### config.mk
export PLATFORM = sky130hd
export DESIGN_NAME = rr_arb32
export DESIGN_NICKNAME = d
export VERILOG_FILES = /design/src/rtl/rr_arb32_pkg.sv /design/src/rtl/mux32.sv /design/src/rtl/rr_pick32.sv /design/src/rtl/rr_arb32.sv
export SDC_FILE = /design/constraint.sdc
export NUM_CORES = 1
export LEC_CHECK = 0
export ABC_AREA = 1
export CAP_MARGIN = 20
export CORE_AREA = 4 4 436 438
export DETAILED_ROUTE_END_ITERATION = 8
export DIE_AREA = 0 0 440 442
export PLACE_DENSITY_LB_ADDON = 0.08
export SLEW_MARGIN = 20
export SYNTH_ARGS = -nofsm -noshare
export SYNTH_HDL_FRONTEND = slang
export SYNTH_HIERARCHICAL = 1
export SYNTH_SLANG_ARGS = --single-unit
export TNS_END_PERCENT = 10
### constraint.sdc
create_clock -name clk -period 6.5 [get_ports clk]
set_input_delay 1.3 -clock clk [delete_from_list [all_inputs] [get_ports clk]]
set_output_delay 1.3 -clock clk [all_outputs]
set_load 0.05 [all_outputs]
### src/rtl/rr_arb32_pkg.sv
// Shared constants and helpers for the 32-way round-robin arbiter.
package rr_arb32_pkg;
    localparam int NUM_REQ   = 32;
    localparam int REQ_IDX_W = 5;

    typedef logic [REQ_IDX_W-1:0] req_idx_t;

    // Pointer advance after a grant; natural 5-bit wrap takes 31 back to 0.
    function automatic req_idx_t next_ptr(input req_idx_t idx);
        return idx + req_idx_t'(1);
    endfunction
endpackage

### src/rtl/mux32.sv
// Generic 32:1 payload select.
module mux32 #(
    parameter int WIDTH = 32
) (
    input  logic [31:0][WIDTH-1:0] ins,
    input  logic [4:0]             sel,
    output logic [WIDTH-1:0]       out
);
    assign out = ins[sel];
endmodule

### src/rtl/rr_pick32.sv
// Combinational round-robin pick: first set request at or after ptr, circularly.
module rr_pick32
    import rr_arb32_pkg::*;
(
    input  logic [NUM_REQ-1:0] req,
    input  req_idx_t           ptr,
    output req_idx_t           idx,
    output logic               any
);
    logic [2*NUM_REQ-1:0] dbl;
    logic [NUM_REQ-1:0]   rot;
    req_idx_t             off;

    // Rotate right so that bit 0 of rot corresponds to requester ptr.
    assign dbl = {req, req} >> ptr;
    assign rot = dbl[NUM_REQ-1:0];

    always_comb begin
        off = '0;
        for (int i = NUM_REQ - 1; i >= 0; i--) begin
            if (rot[i]) off = req_idx_t'(i);
        end
    end

    assign idx = off + ptr;
    assign any = |req;
endmodule

### src/rtl/rr_arb32.sv
// Round-robin arbiter over 32 requesters feeding a one-entry valid/ready output register.
module rr_arb32
    import rr_arb32_pkg::*;
#(
    parameter int WIDTH = 32
) (
    input  logic                         clk,
    input  logic                         rst,
    input  logic [NUM_REQ-1:0]           req_valid,
    input  logic [NUM_REQ-1:0][WIDTH-1:0] req_data,
    output logic [NUM_REQ-1:0]           req_ready,
    output logic                         out_valid,
    output logic [WIDTH-1:0]             out_data,
    output logic [REQ_IDX_W-1:0]         out_src,
    input  logic                         out_ready
);
    req_idx_t         ptr_reg;
    logic             out_valid_reg;
    logic [WIDTH-1:0] out_data_reg;
    req_idx_t         out_src_reg;

    req_idx_t         win_idx;
    logic             any;
    logic             load;
    logic             grant;
    logic [WIDTH-1:0] mux_out;

    rr_pick32 u_pick (
        .req (req_valid),
        .ptr (ptr_reg),
        .idx (win_idx),
        .any (any)
    );

    mux32 #(.WIDTH(WIDTH)) u_mux (
        .ins (req_data),
        .sel (win_idx),
        .out (mux_out)
    );

    // Register is free when empty or being drained in this same cycle.
    assign load  = ~out_valid_reg | out_ready;
    assign grant = load & any & ~rst;

    genvar gi;
    generate
        for (gi = 0; gi < NUM_REQ; gi++) begin : g_ready
            assign req_ready[gi] = grant & (win_idx == req_idx_t'(gi));
        end
    endgenerate

    always_ff @(posedge clk) begin
        if (rst) begin
            ptr_reg       <= '0;
            out_valid_reg <= 1'b0;
            out_data_reg  <= '0;
            out_src_reg   <= '0;
        end else if (load) begin
            if (any) begin
                out_data_reg  <= mux_out;
                out_src_reg   <= win_idx;
                out_valid_reg <= 1'b1;
                ptr_reg       <= next_ptr(win_idx);
            end else begin
                out_valid_reg <= 1'b0;
            end
        end
    end

    assign out_valid = out_valid_reg;
    assign out_data  = out_data_reg;
    assign out_src   = out_src_reg;
endmodule

==> impl_metrics.yaml, run 1 <==
setup_path:
  crit_end: "req_ready[13]"
  timing.rr.start: "ptr_reg[0]$_SDFFE_PP0P_"
  worstSetupPathType: "primary input to output port"
  cp.required_ns: 5.20
  worst_r2r_endpoint: "out_data[30]$_SDFFE_PP0P_"
  worstSetupStartpointType: "primary input"
  rr_worst_depth: 54
  crit_path_max_fanout: 7
  r2r_slack_ns: 0.36
  end_kind: "output port"
  arrival_ns: 5.62
  cpMostUsedCell: "nand2_1"
  startpoint: "req_valid[8]"
  slowest_stage: "fa_2"
  max_stage_delay_ns: 0.36
yosys:
  synth.distinct_cells: 41
  syn_inst: 3237
  synth-seq-cells: 43
  synth.yosys.warnings: 6
  synth_edf_count: 0
  synth_area_sq_um: 15200
  ys_seq_area_share_pct: 5.67
  async_flop_share_pct: 0
  syn-num-nets: 4307
  syn_avg_cell_area_sq_um: 4.69
  synth_ff_type: "dfxtp_1"
placed_design:
  dp_slack_ns: -1.14
  gp_congestion: 0.844
  io_buffer_count: 1128
  hpwl_um: 161000
finish:
  final_nets: 5555
  largest_reg_flops: 32
  final_common_cell: "nand2_1"
  drive_above_1_share_pct: 18.7
  final_util_pct: 18.1
  area_delta_synth_final_pct: 122
  final_cell_mix: "nand2_1, clkdlybuf4s50_1, nand3_1"
timing:
  slew_violations: 0
  period_minus_slack_ns: 6.92
  skew_ns: 0.0170
  worst_slack_ns: -0.420
  rsz0062_at_grt: "true"
  setup_violations: 32
  hold_viol: 0
  fmax_mhz: 145
  fin_setup_tns_ns: -12.06
  period_share_pct: 106
  maxSlewHeadroom_pct: 47.5
  tightest_slew_ns: 0.786
global_routing:
  grt_pass1_wl_um: 242000
  grt_remaining_overflow: 0
  grt_usage_pct: 17.9
  grt_pass1_vias: 27800
  antenna_found_initial: 91
  grt_max_degree: 43
clocking:
  htreeDepth: 2
  tritoncts: "done"
  clock_sinks: 43
  clkTransAtPathRegs_ns: 0.07
  root_buffer: "clkbuf_16"
  numCtsBuffers: 5
  clk_latency_ns: 0.32
  max-clock-path-buffers: 2
  cts_hold_buf: 0
floorplan:
  row_count: 159
  ios: 1129
  initial_utilization_pct: 8.14
  core_sq_um: 187000
  fp.dieW_um: 440
  die_h_um: 442
  dieArea_sq_um: 194000
route:
  drc: 0
  ant_nets: 0
  drt-vias-per-instance: 3.72
  routed_wl_um: 182000
  wire_per_inst_um: 25.9
  dr.first_iter.drc_count: 1198
  num_vias: 26100
  first_pass_iters: 5
run:
  drv_cap: 0
hold_path:
  hold_class: "flip-flop to flip-flop"
  holdPathStages: 2
outcome:
  outcome: "complete, but fails checks"
  violations: "setup timing"
per-layer routing:
metal | wire, um | track usage, %
met5 | 256 | 0
met4 | 2750 | 3.28
met3 | 9610 | 3.82
met2 | 94400 | 33.2
met1 | 74800 | 21.2
worst min-delay path by stage:
stage / from / endpoint / slack [ns]
final: out_src[4]$_SDFFE_PP0P_ / out_src[4]$_SDFFE_PP0P_ / 0.47
after global routing: out_data[4]$_SDFFE_PP0P_ / out_data[4]$_SDFFE_PP0P_ / 0.51
after CTS: out_src[4]$_SDFFE_PP0P_ / out_src[4]$_SDFFE_PP0P_ / 0.48
after detailed placement: out_src[4]$_SDFFE_PP0P_ / out_src[4]$_SDFFE_PP0P_ / 0.47
after global placement: out_data[27]$_SDFFE_PP0P_ / out_data[27]$_SDFFE_PP0P_ / 0.47
after floorplan: ptr_reg[0]$_SDFFE_PP0P_ / ptr_reg[0]$_SDFFE_PP0P_ / 0.46
per-stage QoR:
stage	cell area (sq um)	cells	hold slack (ns)
2_1_floorplan	15200	3237	0.463
3_3_place_gp	31800	6958	0.465
3_5_place_dp	31800	6958	0.469
4_1_cts	32800	6977	0.481
5_1_grt	33700	7003	0.509
6_report	33800	7019	0.474
cells in the mapped netlist (2+ instances only):
library cell  count  area share (%)
xor2_1            3            0.17
o21ai_1           6            0.20
nand2_1        1674              41
dfxtp_1          43             5.7
ha_1             10            0.82
nand3_1         914              30
nor4_1            7            0.29
inv_1            50             1.2
o21ai_0          67             2.2
nor2_1          139             3.4
mux2i_1           3            0.20
nor3_1            2           0.066
clkbuf_1         35            0.86
buf_4            48             2.4
nand3_2           5            0.33
a21oi_1           6            0.20
nand4_1           2           0.082
inv_2             6            0.15
nand2_2           9            0.37
buf_1            18            0.44
buf_2           101             3.3
buf_6            60             4.4
a31oi_1          11            0.45
cell type report:
| class | count | area (sq um) |
|---|---|---|
| antenna | 38 | 95.1 |
| tap | 2495 | 3120 |
| fill | 22100 | 153000 |
| inverter | 59 | 284 |
| clock buffer | 5 | 125 |
| clock inverter | 3 | 26.3 |
| sequential | 43 | 861 |
| multi-input combinational | 2869 | 14000 |
| timing repair buffer | 1507 | 15300 |
critical path, delay by kind of cell:
kind / cells / cell delay (ns)
AND/OR/NAND/NOR: 30 / 2.03
buffers and inverters: 8 / 0.95
adder cells (fa/ha/maj): 2 / 0.51
AO/OA/AOI/OAI: 3 / 0.43
XOR/XNOR: 2 / 0.39
timing repair:
action	4_1_cts	5_1_grt
gates cloned	1	0
pin swaps	52	55
resized for setup	356	265
setup endpoints to repair	64	64
buffers inserted	10	6
cells by family (layout without fill, tap and decap cells):
kind of cell             after synthesis  after routing  share of synthesized area [%]
buffers and inverters                325           1574                           13.3
adder cells (fa/ha/maj)               11             11                          0.955
flip-flops                            43             43                           5.67
XOR/XNOR                               4              4                          0.231
AO/OA/AOI/OAI                         97             97                           3.48
other                                  0             38                              0
AND/OR/NAND/NOR                     2754           2754                           76.1
multiplexers                           3              3                          0.198
Power of run 1 is left out: the tool's default activity adds up to more than one toggle a clock period on the data nets, which glitch-free logic cannot reach.
==> run 2, diff against run 1 <==
CAP_MARGIN = 40   (was 20)
==> results of run 2 <==
Final layout, timing and power as in run 1 (identical DEF).
Power of run 2 is left out for the same reason.
